===== src/rtl/regfile_pkg.sv =====
// Shared defaults and buffer state encoding for the register file read port.
package regfile_pkg;

    localparam int DATA_WIDTH = 32;
    localparam int ADDR_WIDTH = 5;
    localparam int NUM_REGS   = 32;
    localparam int ZERO_ADDR  = 0;

    typedef enum logic [1:0] {
        ST_EMPTY = 2'd0,
        ST_ONE   = 2'd1,
        ST_TWO   = 2'd2
    } buf_state_e;

endpackage


===== src/rtl/rsp_skid_buf.sv =====
// Two-entry in-order {addr,data} response buffer; head entry drives the outputs,
// skid entry absorbs one extra accept while the consumer stalls.
module rsp_skid_buf #(
    parameter int AW = regfile_pkg::ADDR_WIDTH,
    parameter int DW = regfile_pkg::DATA_WIDTH
) (
    input  logic          clk,
    input  logic          clr_n,
    input  logic          in_valid_i,
    output logic          in_ready_o,
    input  logic [AW-1:0] in_addr_i,
    input  logic [DW-1:0] in_data_i,
    output logic          out_valid_o,
    input  logic          out_ready_i,
    output logic [AW-1:0] out_addr_o,
    output logic [DW-1:0] out_data_o
);
    import regfile_pkg::*;

    buf_state_e    state_q, state_d;
    logic [AW-1:0] head_addr_q, head_addr_d, skid_addr_q, skid_addr_d;
    logic [DW-1:0] head_data_q, head_data_d, skid_data_q, skid_data_d;
    logic          push, pop;

    assign push = in_valid_i && (state_q != ST_TWO);
    assign pop  = out_ready_i && (state_q != ST_EMPTY);

    always_comb begin
        state_d     = state_q;
        head_addr_d = head_addr_q;
        head_data_d = head_data_q;
        skid_addr_d = skid_addr_q;
        skid_data_d = skid_data_q;
        case (state_q)
            ST_EMPTY: begin
                if (push) begin
                    state_d     = ST_ONE;
                    head_addr_d = in_addr_i;
                    head_data_d = in_data_i;
                end
            end
            ST_ONE: begin
                if (push && !pop) begin
                    state_d     = ST_TWO;
                    skid_addr_d = in_addr_i;
                    skid_data_d = in_data_i;
                end else if (pop && !push) begin
                    state_d = ST_EMPTY;
                end else if (push && pop) begin
                    // old head leaves on this edge, new entry takes its place
                    head_addr_d = in_addr_i;
                    head_data_d = in_data_i;
                end
            end
            ST_TWO: begin
                if (pop) begin
                    state_d     = ST_ONE;
                    head_addr_d = skid_addr_q;
                    head_data_d = skid_data_q;
                end
            end
            default: state_d = ST_EMPTY;
        endcase
    end

    always_ff @(posedge clk or negedge clr_n) begin
        if (!clr_n) begin
            state_q     <= ST_EMPTY;
            head_addr_q <= '0;
            head_data_q <= '0;
            skid_addr_q <= '0;
            skid_data_q <= '0;
        end else begin
            state_q     <= state_d;
            head_addr_q <= head_addr_d;
            head_data_q <= head_data_d;
            skid_addr_q <= skid_addr_d;
            skid_data_q <= skid_data_d;
        end
    end

    assign in_ready_o  = (state_q != ST_TWO);
    assign out_valid_o = (state_q != ST_EMPTY);
    assign out_addr_o  = head_addr_q;
    assign out_data_o  = head_data_q;

endmodule


===== src/rtl/regfile_read_port.sv =====
// Registered read port of the register file: select, zero-register forcing and
// optional same-cycle write bypass (REG_READ_BYPASS_EN) feeding a 2-entry response buffer.
module regfile_read_port #(
    parameter int DATA_WIDTH = regfile_pkg::DATA_WIDTH,
    parameter int ADDR_WIDTH = regfile_pkg::ADDR_WIDTH,
    parameter int NUM_REGS   = regfile_pkg::NUM_REGS,
    parameter int ZERO_REG   = 1
) (
    input  logic                           clk,
    input  logic                           clr_n,
    input  logic [NUM_REGS*DATA_WIDTH-1:0] reg_bus,
    input  logic                           wr_en,
    input  logic [ADDR_WIDTH-1:0]          wr_addr,
    input  logic [DATA_WIDTH-1:0]          wr_data,
    input  logic                           req_valid,
    output logic                           req_ready,
    input  logic [ADDR_WIDTH-1:0]          req_addr,
    output logic                           rsp_valid,
    input  logic                           rsp_ready,
    output logic [ADDR_WIDTH-1:0]          rsp_addr,
    output logic [DATA_WIDTH-1:0]          rsp_data
);
    import regfile_pkg::*;

    logic [DATA_WIDTH-1:0] regs [NUM_REGS];
    logic [DATA_WIDTH-1:0] sel_data;
    logic                  is_zero;

    for (genvar i = 0; i < NUM_REGS; i++) begin : g_unpack
        assign regs[i] = reg_bus[i*DATA_WIDTH +: DATA_WIDTH];
    end

    assign is_zero = (ZERO_REG != 0) && (req_addr == ADDR_WIDTH'(ZERO_ADDR));

    always_comb begin
        sel_data = regs[req_addr];
`ifdef REG_READ_BYPASS_EN
        if (wr_en && (wr_addr == req_addr))
            sel_data = wr_data;
`endif
        if (is_zero)
            sel_data = '0;
    end

`ifndef REG_READ_BYPASS_EN
    logic unused_wr;
    assign unused_wr = ^{wr_en, wr_addr, wr_data};
`endif

    rsp_skid_buf #(
        .AW (ADDR_WIDTH),
        .DW (DATA_WIDTH)
    ) u_buf (
        .clk         (clk),
        .clr_n       (clr_n),
        .in_valid_i  (req_valid),
        .in_ready_o  (req_ready),
        .in_addr_i   (req_addr),
        .in_data_i   (sel_data),
        .out_valid_o (rsp_valid),
        .out_ready_i (rsp_ready),
        .out_addr_o  (rsp_addr),
        .out_data_o  (rsp_data)
    );

endmodule

===== config.mk =====
export PLATFORM = sky130hd
export DESIGN_NAME = regfile_read_port
export DESIGN_NICKNAME = d
export VERILOG_FILES = /design/src/rtl/regfile_pkg.sv /design/src/rtl/rsp_skid_buf.sv /design/src/rtl/regfile_read_port.sv
export SDC_FILE = /design/constraint.sdc
export NUM_CORES = 1
export LEC_CHECK = 0
export ABC_AREA = 1
export BUFFER_PORTS_ARGS = -buffer_cell sky130_fd_sc_hd__buf_2
export CELL_PAD_IN_SITES_DETAIL_PLACEMENT = 0
export CELL_PAD_IN_SITES_GLOBAL_PLACEMENT = 1
export CORE_AREA = 2 2 426 428
export DETAILED_ROUTE_END_ITERATION = 10
export DIE_AREA = 0 0 428 430
export PLACE_DENSITY_LB_ADDON = 0.25
export SLEW_MARGIN = 10
export SYNTH_ARGS = -nofsm -noshare
export SYNTH_HDL_FRONTEND = slang
export SYNTH_SLANG_ARGS = --single-unit

===== constraint.sdc =====
create_clock -name clk -period 1.5 [get_ports clk]
set_input_delay 0.15 -clock clk [delete_from_list [all_inputs] [get_ports clk]]
set_output_delay 0.15 -clock clk [all_outputs]
set_load 0.01 [all_outputs]

==> results.txt <==
The min-delay analysis places its worst path in the category in2reg. The number of port buffers came out at roughly 1100. The library cell used as clock root buffer is sky130_fd_sc_hd__clkbuf_16. The initial antenna violation count is 53. The share of cells above drive strength 1 is 43.4%.

The maximum clock frequency came out at 0.622 GHz. The type of element capturing the critical path is a flip-flop. The global route total overflow came out at 0. The setup slack at placement came out at -1.03 ns.

The sequential area share after synthesis is between 10 and 15%. The routed design could run at a clock period as short as 1.61 ns. The post-synthesis net count came out at between 4000 and 5000. The HPWL reported at the end of detailed placement came out at 134000 µm.

The floorplan step defined a die boundary enclosing 184000 µm². Setup repair after global routing could not meet its margin everywhere. The number of iterations in the first detailed-routing pass came out at 5. Wires add up to 166000 µm.

The number of CTS-inserted buffers is 9. The effective utilization at floorplan is under 10%. The all-layer global routing usage is 16.9%. The share of the cycle needed by the critical path after routing is 107%.

Max-cap violations in this run came to 0. The vertical die dimension came out at 430 µm. In the routed design, unresolved DRC markers number 0.

Data arrives at the worst endpoint at 1.85 ns. The total negative slack for setup checks is -2.02 ns. The flip-flop and latch count after synthesis is 76. The worst register-to-register path has a depth of 8. The clock slew at the register clock pins of the worst setup and hold paths came out at 0.07 ns.

The area of the core is 180000 µm². The worst hold path begins at req_valid. The terminus of the critical flop-to-flop path is u_buf.out_data_o[24]. The final reports fail on negative setup slack.

The cell row count came out at 156. For the pin with the worst max-slew slack, the measured transition is around 0.57 ns. The first global-routing pass estimated 215000 µm of wire. The count of vias placed by the detailed router came out at 25500. The worst register-to-register path has a setup slack of -0.06 ns. TritonCTS built the clock tree.

The I/O pin total is 1110. The via count of the first global-routing pass came out at 25800. The final critical-path setup slack came out at -0.108 ns. Tracing the worst setup path back leads to its startpoint at req_addr[0]. The hold path depth came out at 2. Entering global routing, the biggest net connects 77 pins. The count of warnings emitted by yosys came out at 0.

The power density normalized to cell area came out at 568 nW/µm². The type of element launching the critical path is a primary input. The worst register-to-register path begins at u_buf.state_q[0]. The initial detailed-routing violation count is 1439.

After detailed routing, the number of vias per cell comes to about 3.7. The clock skew after layout came out at 0.00992 ns. The post-synthesis cell type count is 23. The max-slew violation count was 0. The final weighted congestion in routability-driven placement came out at 0.920.

The count of mapped cells out of synthesis came out at 3279. The synthesized area divided by synthesized cell count is approximately 4.7 µm². The flow ran to the end, but the final reports show violations. The remaining antenna violation count after routing is 0. The synthesized cell area came out at 15300 µm². The post-detailed-route wirelength per cell came out at 24.0 µm. The largest voltage drop on the vdd net came out at 577 µV. The maximum clock insertion buffer count is 2. At the worst endpoint, the required time is 1.74 ns. The insertion delay to the later sink of the worst-skew pair came out at 0.35 ns. The endpoint of the worst hold-timing path is u_buf.state_q[0]. The leakage power summed over all cells came out at ~17 nW. The die span in x is 428 µm.

The maximum level of the CTS H-tree is 3. The top fanout value on the critical path is 8. The hold violation total from the final report came to 0. The layout overhead on the synthesized area is 98.9%. In this run the tightest slew margin relative to its limit is 62.0%. The net count of the finished layout came out at 5583. The count of final setup violators is 46. The critical path in this run is classified as in2reg. Clock tree synthesis found a total of between 70 and 80 sinks.
## cells in the mapped netlist, drive strengths merged
master,count,area share (%)
nand2,1521,37
nand3,608,20
inv,427,11
nor2,265,6.6
buf,168,6.7
dfrtp,76,12
clkbuf,70,1.7
o21ai,70,2.3
a21oi,64,2.1
a31oi,5,0.20
nand4,2,0.082
clkinv,1,0.025
o21a,1,0.049
o41ai,1,0.057
## state kept, by name, indices dropped and copies added (netlist names)
name,cells
u_buf.out_data_o,32
u_buf.skid_data_q,32
u_buf.out_addr_o,5
u_buf.skid_addr_q,5
u_buf.state_q,2
## worst max-delay path: stages
cell                      delay [ns]
sky130_fd_sc_hd__buf_16         0.15
sky130_fd_sc_hd__buf_16         0.17
sky130_fd_sc_hd__buf_16         0.17
sky130_fd_sc_hd__buf_8          0.15
sky130_fd_sc_hd__buf_16         0.13
sky130_fd_sc_hd__nor2_2         0.09
sky130_fd_sc_hd__nor2_1         0.04
sky130_fd_sc_hd__nand2_1        0.07
sky130_fd_sc_hd__nand3_2        0.09
sky130_fd_sc_hd__nand3_4        0.13
sky130_fd_sc_hd__nand2_4        0.05
sky130_fd_sc_hd__buf_8          0.14
sky130_fd_sc_hd__nand3_4        0.06
sky130_fd_sc_hd__nand2_1        0.05
sky130_fd_sc_hd__nand2_1        0.07
sky130_fd_sc_hd__nand2_1        0.05
## placed cells by master, fill, tap and decap left out, drive strengths merged
| cell type | count |
|---|---|
| nor2 | 265 |
| clkbuf | 26 |
| inv | 431 |
| buf | 1431 |
| a21oi | 64 |
| o21a | 1 |
| clkinvlp | 2 |
| dfrtp | 76 |
| nand2 | 1521 |
| o41ai | 1 |
| nand3 | 608 |
| o21ai | 70 |
| nand4 | 2 |
| diode | 16 |
| a31oi | 5 |
| clkinv | 4 |
| bufbuf | 8 |
| dlygate4sd3 | 1 |
## power breakdown
part           internal [mW]  total, mW  switching, mW
Combinational           4.73       11.6           6.88
Sequential              2.93       3.47          0.541
Clock                   1.20       2.19          0.987
Total                   8.86       17.3           8.41
## final cells by class
| type | count | area (µm²) |
|---|---|---|
| Timing Repair inverter | 5 | 58.8 |
| Antenna cell | 16 | 40.0 |
| Clock inverter | 4 | 25.0 |
| Multi-Input combinational cell | 2537 | 13000 |
| Sequential cell | 76 | 1900 |
| Clock buffer | 11 | 253 |
| Fill cell | 21300 | 149000 |
| Inverter | 428 | 1670 |
| Tap cell | 2370 | 2970 |
| Timing Repair Buffer | 1455 | 10500 |
## cell families after synthesis
| group | after synthesis | share of synthesized area (%) |
|---|---|---|
| DFF | 76 | 12.4 |
| and+or+nand+nor | 2396 | 63.9 |
| AOI/OAI and AO/OA | 141 | 4.70 |
| buffers and inverters | 666 | 18.9 |
## worst max-delay path by stage
stage                                      end  depth (start not counted)
after detailed placement   u_buf.out_data_o[4]                         15
after floorplan           u_buf.out_data_o[11]                         10
after CTS                 u_buf.out_data_o[21]                         16
final                     u_buf.out_data_o[17]                         16
after global routing       u_buf.out_data_o[9]                         17
after global placement     u_buf.out_data_o[4]                         15
## per-layer routing
metal	part of all wire, %	global-route usage, %
met3	3.2	1.62
met5	0.061	0
met2	56	33.9
met4	1.8	3.10
met1	39	19.0
## per-stage QoR
step / util [%] / total power, mW / instances / hold WS [ns] / area [µm²]
6_report: 16.9 / 17.3 / 6902 / 0.0287 / 30400
2_1_floorplan: - / 7.30 / 3279 / -0.146 / 15300
4_1_cts: 15.9 / 16.9 / 6855 / 0.0115 / 28500
5_1_grt: 16.9 / 18.5 / 6897 / 0.0319 / 30400
3_3_place_gp: 14.2 / 13.2 / 6794 / 0.237 / 25400
3_5_place_dp: 14.2 / 13.2 / 6794 / 0.232 / 25400
## repair_timing
action                                 CTS  global route
pin swaps                               81           117
setup endpoints to repair               65            69
endpoints found under the hold margin   76             0
buffers inserted                        24            20
resized for setup                      470           321
cloned                                  28            17
hold buffers                             1             0
Power figures use the tool's default switching activity.
